===== config.mk =====
export PLATFORM = sky130hd
export DESIGN_NAME = ghost_mover
export DESIGN_NICKNAME = d
export VERILOG_FILES = /design/src/rtl/pacman_pkg.sv /design/src/rtl/ghost_mover_lfsr16.sv /design/src/rtl/ghost_mover.sv
export SDC_FILE = /design/constraint.sdc
export NUM_CORES = 1
export LEC_CHECK = 0
export BUFFER_PORTS_ARGS = -buffer_cell sky130_fd_sc_hd__buf_2
export CORE_ASPECT_RATIO = 1.5
export CORE_MARGIN = 1
export CORE_UTILIZATION = 25
export CTS_CLUSTER_DIAMETER = 80
export DETAILED_ROUTE_END_ITERATION = 16
export GPL_ROUTABILITY_DRIVEN = 1
export HOLD_SLACK_MARGIN = 0.08
export SETUP_SLACK_MARGIN = 0.5
export SKIP_LAST_GASP = 1
export SYNTH_ARGS = -nofsm -noshare
export SYNTH_HDL_FRONTEND = slang
export SYNTH_SLANG_ARGS = --single-unit
export TNS_END_PERCENT = 20

===== constraint.sdc =====
create_clock -name clk -period 3.2 [get_ports clk]
set_input_delay 0.32 -clock clk [delete_from_list [all_inputs] [get_ports clk]]
set_output_delay 0.32 -clock clk [all_outputs]
set_load 0.02 [all_outputs]

===== src/rtl/pacman_pkg.sv =====
// pacman_pkg: shared ghost direction/state types, ghost indices and sprite geometry.
package pacman_pkg;
  typedef enum logic [1:0] {UP = 2'd0, RIGHT = 2'd1, DOWN = 2'd2, LEFT = 2'd3} dir_t;
  typedef enum logic {IDLE, UPDATE} state_t;
  localparam logic [1:0] GHOST_RED = 2'd0;
  localparam logic [1:0] GHOST_PINK = 2'd1;
  localparam logic [1:0] GHOST_BLUE = 2'd2;
  localparam logic [1:0] GHOST_ORANGE = 2'd3;
  localparam int SPRITE_W = 8;
  localparam int SPRITE_H = 8;
  // Opposite directions differ only in bit 1 of the encoding.
  function automatic dir_t opposite(input dir_t d);
    return dir_t'({~d[1], d[0]});
  endfunction
endpackage


===== src/rtl/ghost_mover_lfsr16.sv =====
// lfsr16: free-running 16-bit Galois LFSR (mask 16'hB400), seeded to 16'hACE1.
module lfsr16 (
  input  logic        clk,
  input  logic        rst,
  output logic [15:0] q
);
  always_ff @(posedge clk or negedge rst)
    if (!rst) q <= 16'hACE1;
    else q <= {1'b0, q[15:1]} ^ (q[0] ? 16'hB400 : 16'h0000);
endmodule


===== src/rtl/ghost_mover.sv =====
// ghost_mover: four-ghost position sequencer updated once per movement step in vblank.
// Optional GHOST_CHASE_EN makes red steer toward the player on turn/blocked decisions.
module ghost_mover
  import pacman_pkg::*;
#(
  parameter int          X_MAX       = 248,
  parameter int          Y_MAX       = 280,
  parameter int          SPEED_DIV   = 2,
  parameter int          TURN_PERIOD = 16,
  parameter logic [35:0] START_X     = {9'd120, 9'd104, 9'd120, 9'd136},
  parameter logic [35:0] START_Y     = {9'd112, 9'd136, 9'd136, 9'd136}
) (
  input  logic       clk,
  input  logic       rst,
  input  logic       frame_tick,
  input  logic       run,
  input  logic       respawn,
  input  logic [8:0] pac_x,
  input  logic [8:0] pac_y,
  output logic [8:0] x_red,
  output logic [8:0] y_red,
  output logic [8:0] x_pink,
  output logic [8:0] y_pink,
  output logic [8:0] x_blue,
  output logic [8:0] y_blue,
  output logic [8:0] x_orange,
  output logic [8:0] y_orange,
  output logic       busy
);
  logic [15:0] lfsr;
  state_t state;
  logic [1:0] idx;
  logic [3:0] step_cnt;
  logic [7:0] turn_cnt;
  logic [8:0] pos_x [4];
  logic [8:0] pos_y [4];
  dir_t dir [4];
  logic [8:0] cx, cy, nx, ny;
  dir_t cd, rnd, ld, nd;
  logic blk, turn;
  logic unused;

  lfsr16 u_lfsr (.clk(clk), .rst(rst), .q(lfsr));

  function automatic dir_t home_dir(input int i);
    return i == 0 ? LEFT : i == 3 ? RIGHT : UP;
  endfunction

  // Checked before any arithmetic so an edge position never wraps.
  function automatic logic blocked(input dir_t d, input logic [8:0] x, input logic [8:0] y);
    return d == UP ? y == 9'd0 : d == DOWN ? y >= 9'(Y_MAX) : d == LEFT ? x == 9'd0 : x >= 9'(X_MAX);
  endfunction

  always_comb begin
    cx = pos_x[idx];
    cy = pos_y[idx];
    cd = dir[idx];
    rnd = dir_t'(lfsr[1:0]);
    blk = blocked(cd, cx, cy);
    turn = turn_cnt == 8'd0;
    nx = blk ? cx : cd == LEFT ? cx - 9'd1 : cd == RIGHT ? cx + 9'd1 : cx;
    ny = blk ? cy : cd == UP ? cy - 9'd1 : cd == DOWN ? cy + 9'd1 : cy;
    ld = blk ? (rnd == cd ? opposite(cd) : rnd) : turn ? (rnd == opposite(cd) ? cd : rnd) : cd;
    nd = ld;
  end

`ifdef GHOST_CHASE_EN
  logic [8:0] dx, dy;
  dir_t chase, nd_chase;
  always_comb begin
    dx = pac_x >= cx ? pac_x - cx : cx - pac_x;
    dy = pac_y >= cy ? pac_y - cy : cy - pac_y;
    chase = dx >= dy ? (pac_x < cx ? LEFT : RIGHT) : (pac_y < cy ? UP : DOWN);
    nd_chase = (idx == GHOST_RED && (blk || turn) && !blocked(chase, cx, cy)) ? chase : nd;
  end
  assign unused = ^lfsr[15:2];
`else
  dir_t nd_chase;
  assign nd_chase = nd;
  assign unused = ^{lfsr[15:2], pac_x, pac_y};
`endif

  always_ff @(posedge clk or negedge rst) begin
    if (!rst) begin
      state <= IDLE;
      idx <= 2'd0;
      step_cnt <= 4'd0;
      turn_cnt <= 8'd0;
      busy <= 1'b0;
      for (int i = 0; i < 4; i++) begin
        pos_x[i] <= START_X[(3 - i) * 9 +: 9];
        pos_y[i] <= START_Y[(3 - i) * 9 +: 9];
        dir[i] <= home_dir(i);
      end
    end else if (respawn) begin
      state <= IDLE;
      idx <= 2'd0;
      step_cnt <= 4'd0;
      turn_cnt <= 8'd0;
      busy <= 1'b0;
      for (int i = 0; i < 4; i++) begin
        pos_x[i] <= START_X[(3 - i) * 9 +: 9];
        pos_y[i] <= START_Y[(3 - i) * 9 +: 9];
        dir[i] <= home_dir(i);
      end
    end else if (state == IDLE) begin
      if (frame_tick && run) begin
        if (step_cnt == 4'(SPEED_DIV - 1)) begin
          step_cnt <= 4'd0;
          turn_cnt <= turn_cnt == 8'(TURN_PERIOD - 1) ? 8'd0 : turn_cnt + 8'd1;
          idx <= 2'd0;
          state <= UPDATE;
          busy <= 1'b1;
        end else begin
          step_cnt <= step_cnt + 4'd1;
        end
      end
    end else begin
      pos_x[idx] <= nx;
      pos_y[idx] <= ny;
      dir[idx] <= nd_chase;
      idx <= idx + 2'd1;
      if (idx == GHOST_ORANGE) begin
        state <= IDLE;
        busy <= 1'b0;
      end
    end
  end

  assign x_red = pos_x[0];
  assign y_red = pos_y[0];
  assign x_pink = pos_x[1];
  assign y_pink = pos_y[1];
  assign x_blue = pos_x[2];
  assign y_blue = pos_y[2];
  assign x_orange = pos_x[3];
  assign y_orange = pos_y[3];
endmodule

### Word level (Yosys, flattened, before mapping)

Index checks and enable logic that the tools add are counted.

| cells by class | value |
|---|---|
| equality and inequality tests | 10 |
| bitwise operators | 3 |
| reductions and logical operators | 15 |
| add/sub/neg operators | 7 |
| order comparisons | 4 |
| mux-type cells | 59 |

Operator list:

| operator | count |
|---|---|
| 36-bit two-way mux | 4 |
| 9-bit two-way mux | 11 |
| 36-bit bitwise mux | 2 |
| 8-bit two-way mux | 7 |
| 9-bit binary-select mux with 2-bit select | 2 |
| 2-bit two-way mux | 11 |
| 9-bit by 1-bit adder with 9-bit output, second input constant | 2 |
| 9-bit demux with 2-bit select | 1 |
| 9-bit zero test | 2 |
| 9-bit by 1-bit subtractor with 9-bit output, second input constant | 2 |
| 16-bit two-way mux | 1 |
| 4-bit two-way mux | 4 |
| 15-bit by 16-bit bitwise XOR with 16-bit output | 1 |
| 1-bit two-way mux | 13 |
| 9-bit by 8-bit greater-or-equal comparator with 1-bit output, second input constant | 1 |
| 9-bit greater-or-equal comparator, second input constant | 1 |
| 8-bit by 1-bit adder with 8-bit output, second input constant | 1 |
| 8-bit bitwise mux | 1 |
| 8-bit by 4-bit == test with 1-bit output, second input constant | 1 |
| 8-bit zero test | 1 |
| 2-bit == test, second input constant | 3 |
| 3-bit AND reduction | 2 |
| 2-bit nonzero test | 3 |
| 3-bit nonzero test | 2 |
| 16 further kinds | 19 |

| word-level totals | value |
|---|---|
| register bits after elaboration | 112 |
| input bits | 23 |
| output and inout bits | 73 |
| logic and storage cells | 116 |

### Logic depth before layout (Yosys ltp)

| depth | value |
|---|---|
| word-level depth | 12 |
| depth in mapped cells | 14 |
| mapped depth without buffers | 9 |

### Hierarchy

A second synthesis with hierarchy kept.

| unflattened totals | value |
|---|---|
| cells, all modules | 590 |
| area total of the unflattened synthesis | 5974.5 um^2 |

By module, submodules not included:

| module | seq. area each (um^2) | cells an instance | area an instance (um^2) | instances |
|---|---|---|---|---|
| ghost_mover | 2433.6 | 571 | 5537.8 | 1 |
| lfsr16 | 410.4 | 19 | 436.7 | 1 |

### Worst setup path before layout

OpenSTA, ideal clock, no wires.

| timing path | value |
|---|---|
| path kind | flip-flop to flip-flop |
| from | register idx[0] |
| to | register pos_y (netlist bit y_red[7]) |
| data required time | 3.069 ns |
| setup slack | -0.118 ns |
| data arrival time | 3.187 ns |
| stages on the path, launching flop included | 13 |
| cell sequence | dfrtp_1 > buf_6 > buf_6 > buf_6 > mux4_2 > inv_1 > ha_1 > or4b_2 > o21ai_2 > o41a_1 > nor2_1 > xnor2_1 > o21ai_0 |

| on the way | value |
|---|---|
| cells in the longest elaborated chain, start to end | 12 |
| elaborated cells between the ends (all ways) | 33 |
| those cells by class | add/sub: 2; order compare: 4; eq/ne: 2; mux: 20; bitwise: 1; reduce/logical: 4 |

Ends and longest elaborated chain:

| item | line | source |
|---|---|---|
| start: declaration | ghost_mover.sv:32 | `logic [1:0] idx;` |
| start signal: assignment | ghost_mover.sv:122 | `idx <= idx + 2'd1;` |
| 2-bit inverter with 3-bit output (implied by the code) (*) | n/a |  |
| 9-bit binary-select mux with 2-bit select / 2-bit binary-select mux with 2-bit select (equally long branches) | ghost_mover.sv:55, ghost_mover.sv:57 |  |
| 9-bit two-way mux (implied by the code) / 2-bit two-way mux (equally long branches) (2 in series) | ghost_mover.sv:55, ghost_mover.sv:57 |  |
| 9-bit by 8-bit greater-or-equal comparator with 1-bit output, or another cell as far along | ghost_mover.sv:51 | `return d == UP ? y == 9'd0 : d == DOWN ? y >= 9'(Y_MAX) : d == LEFT ? x == 9'd0 : x >= 9'(X_MAX);` |
| 1-bit two-way mux (3 in series) | ghost_mover.sv:51 |  |
| 9-bit two-way mux | ghost_mover.sv:62 | `ny = blk ? cy : cd == UP ? cy - 9'd1 : cd == DOWN ? cy + 9'd1 : cy;` |
| 36-bit bitwise mux (*) | ghost_mover.sv:120 | `pos_y[idx] <= ny;` |
| 36-bit two-way mux (*) | ghost_mover.sv:106 | `end else if (state == IDLE) begin` |
| 36-bit two-way mux (*) | ghost_mover.sv:95 | `end else if (respawn) begin` |
| end signal: indexed assignment | ghost_mover.sv:92 | `pos_y[i] <= START_Y[(3 - i) * 9 +: 9];` |
| end signal: indexed assignment | ghost_mover.sv:103 | `pos_y[i] <= START_Y[(3 - i) * 9 +: 9];` |
| end signal: indexed assignment | ghost_mover.sv:120 |  |
| end: declaration | ghost_mover.sv:36 | `logic [8:0] pos_y [4];` |

Every way passes the cells marked *; elsewhere a longest branch is shown, timed or not. The select of a mux whose other input is x is not followed.
A chain may end at the register's enable or synchronous reset.

### Worst setup path after layout

| timing path | value |
|---|---|
| from | register idx[0] |
| to | register pos_y (netlist bit y_blue[6]) |

Same word-level chain as after synthesis.

==> impl_metrics.py <==
metrics = {
    "floorplan": {
        "row_count": 66,
        "die_w_um": 124.4,
        "coreArea_um2": 21880,
        "start_util_pct": 25.66,
        "pin_count": 96,
        "die_area_um2": 23080,
        "die_height_um": 185.6,
    },
    "logic_synthesis": {
        "synth_edf_count": 0,
        "synth-simple-area-share_pct": 15.71,
        "seq_area_frac_synth_pct": 50.65,
        "synthMuxAreaShare_pct": 8.556,
        "syn_area_um2": 5615,
        "synth_top_family_by_area": "simple AND/OR/NAND/NOR gates",
        "synth_fp_nets": 571,
        "syn_inst": 534,
        "syn_avg_cell_area_um2": 10.52,
        "async_flop_share_pct": 100.0,
        "yosys_warnings": 0,
        "synthAdderAreaFrac_pct": 3.119,
        "synth_compound_area_share_pct": 14.91,
        "synth-seq-cells": 112,
        "ys.flop_type": "dfrtp_1",
        "synthDistinctLibCells": 58,
        "synth_xor_xnor_area_share_pct": 3.587,
    },
    "setup_path": {
        "cp.arrival_ns": 3.37,
        "crit_path_start_kind": "flip-flop",
        "end_kind": "flip-flop",
        "cp_max_fo": 5,
        "critPathKind": "reg -> reg",
        "timing.rr.start": "idx[0]$_DFFE_PN0P_",
        "cp_data_required_time_ns": 3.44,
        "crit_start": "idx[0]$_DFFE_PN0P_",
    },
    "power": {
        "p_leak_nw": 3.154,
        "power.net_switching_w": 0.0007046,
        "p_int_w": 0.002148,
        "p_comb_share_pct": 10.8,
        "pwr-share-clk_pct": 38.7,
        "power.density_nw_per_um2": 388.7,
        "switching_share_pct": 24.70,
        "seq_power_share_pct": 50.5,
        "peakVddDrop_v": 0.0002408,
    },
    "grt": {
        "grt_use_total_pct": 15.40,
        "grt_pass1_vias": 4699,
        "overflow": 0,
        "grt_max_degree": 64,
        "grt_pass1_wl_um": 27020,
        "grt_antenna_before_repair": 0,
    },
    "cts": {
        "clk_transition_reported_paths_ns": 0.07,
        "cts.path.max_buffers": 2,
        "h-tree-depth": 3,
        "cts_sinks": 112,
        "clock_latency_ns": 0.35,
        "cts_buffers": 9,
        "cts_tree": "yes",
        "root_buffer": "clkbuf_16",
    },
    "timing": {
        "report.final.slew_viol_count": 0,
        "grt_setup_unrepaired": "yes",
        "setup_ws_ns": 0.07461,
        "hold_viol_final": 0,
        "clock_skew_ns": 0.008053,
        "fin_tns_setup_ns": 0,
        "slew_headroom_pct": 55.52,
        "fin_crit_ns": 3.125,
        "setup_viol": 0,
        "finalCritPeriodShare_pct": 97.67,
        "tightest_slew_ns": 0.6671,
        "max_freq_ghz": 0.3200,
    },
    "status": {
        "status": "finished, final reports clean",
    },
    "worst_hold_path": {
        "min_from": "run",
        "worstHoldPathType": "in -> reg",
    },
    "job": {
        "maxCapViolCount": 0,
    },
    "layout": {
        "fillers": 2167,
        "multi_input_area_um2": 2923,
        "final_cell_mix": "78 x dfrtp_1, 76 x buf_2, 57 x nand2_1",
        "drive_gt1_share_pct": 38.46,
        "final_common_cell": "dfrtp_1",
        "diodes": 0,
        "seq_area_um2": 2845,
        "syn2layout_area_growth_pct": 30.68,
        "nets": 683,
    },
    "route": {
        "wl_met1_um": 6872,
        "drtPass1Iterations": 4,
        "drt-initial-drc-count": 249,
        "wl_per_cell_um": 18.87,
        "post-route-drc-count": 0,
        "ant_nets": 0,
        "route.met3.wl_um": 752,
        "vias": 4592,
        "highest_layer": "met4",
        "viasPerCell": 4.980,
        "drt-total-wl_um": 17400,
        "wl_met2_um": 9092,
    },
    "place": {
        "port_buffers": 77,
        "dpl.hpwl_um": 12480,
        "routabilityCongestion": 0.8949,
        "preCtsSetupSlack_ns": -0.04447,
    },
}
-- flip-flops by register name (all words and copies together) (netlist names) --
name	cells
x_orange	9
step_cnt	4
x_blue	9
y_pink	9
idx	2
x_red	9
u_lfsr.q	16
turn_cnt	8
dir	8
y_blue	9
busy	1
y_red	9
y_orange	9
state	1
x_pink	9
-- cells in the mapped netlist (4+ instances only) --
library cell  instances  area, um2
a211oi_1              4      30.03
a21o_1                5      37.54
a21oi_1              41      205.2
a22o_1               12      105.1
and2_1                6      37.54
and3_1                8      50.05
buf_1                 6      22.52
buf_6                 4      45.04
clkbuf_1             16      60.06
dfrtp_1              79       1977
dfstp_2              33      867.1
ha_1                 14      175.2
inv_1                14      52.55
mux4_2               20      450.4
nand2_1              57      214.0
nand2b_1              4      25.02
nand3_1               7      35.03
nor2_1               53      198.9
nor2b_1               7      43.79
nor3_1                9      45.04
nor4_1                5      31.28
o21ai_0              49      245.2
o21ai_1               6      30.03
o31ai_1               5      37.54
or4_1                 4      30.03
xnor2_1              17      148.9
xor2_1                6      52.55
-- cell type report --
class / instances / area share [%]
Inverter: 14 / 0.7161
Timing Repair Buffer: 130 / 12.21
Clock buffer: 12 / 3.223
Sequential cell: 112 / 38.77
Clock inverter: 3 / 0.6138
Multi-Input combinational cell: 379 / 39.83
Tap cell: 272 / 4.638
-- worst max-delay path: stages, from the launching register on --
cell and delay (ns):
dfrtp_2 0.44, buf_12 0.13, buf_16 0.11, mux4_2 0.52, a2111o_1 0.39, and3_4 0.21
buf_6 0.12, or4_4 0.54, o31ai_4 0.08, xor2_1 0.11, buf_4 0.16, a22o_1 0.20
-- cell families after synthesis --
| group | Yosys count |
|---|---|
| multiplexers | 23 |
| adder cells (fa/ha/maj) | 14 |
| XOR/XNOR | 23 |
| buffers and inverters | 43 |
| flip-flops | 112 |
| AO/OA/AOI/OAI | 138 |
| AND/OR/NAND/NOR | 181 |
-- final timing paths --
check / to / slack (ns) / cells past startpoint
worst max-delay path: y_blue[6]$_DFFE_PN0P_ / 0.07 / 11
worst min-delay path: state$_DFF_PN0_ / 0.32 / 3
worst max register to register: y_blue[6]$_DFFE_PN0P_ / 0.07 / 11
worst min register to register: u_lfsr.q[1]$_DFF_PN0_ / 0.35 / 0
max in group asynchronous: x_blue[3]$_DFFE_PN1P_ / 1.84 / 3
min in group asynchronous: x_pink[8]$_DFFE_PN0P_ / 0.56 / 2
-- metal layers --
metal  up-vias  global-route usage (%)
met2       137                   27.43
met1      2294                   17.52
met3        38                   2.673
met4         0                   8.337
met5         -                       0
li1       2123                       -
-- through the flow --
stage / instances / instance area (um2) / hold slack, ns / total power (W) / util (%)
2_1_floorplan: 534 / 5680 / 0.02441 / 0.001618 / -
3_3_place_gp: 896 / 6594 / 0.3358 / 0.001727 / 30.13
3_5_place_dp: 896 / 6594 / 0.3412 / 0.001727 / 30.13
4_1_cts: 921 / 7213 / 0.3142 / 0.002868 / 32.96
5_1_grt: 922 / 7338 / 0.3438 / 0.002949 / 33.53
6_report: 922 / 7338 / 0.3172 / 0.002853 / 33.53
-- what timing repair did --
action / in CTS / in global routing
hold buffers: 1 / 0
pin swaps: 27 / 9
gates cloned: 2 / 0
gates resized for setup: 48 / 29
buffers inserted: 7 / 1
endpoints found under the setup margin: 80 / 80
hold endpoints to repair: 44 / 0
-- power groups by stage --
stage	registers [W]	logic [W]	clock network, W
final	0.00144	0.000308	0.00110
after global routing	0.00144	0.000337	0.00117
after CTS	0.00144	0.000300	0.00113
after detailed placement	0.00146	0.000263	0
after global placement	0.00146	0.000263	0
after floorplan	0.00146	0.000154	0
(Power assumes the default switching activity.)
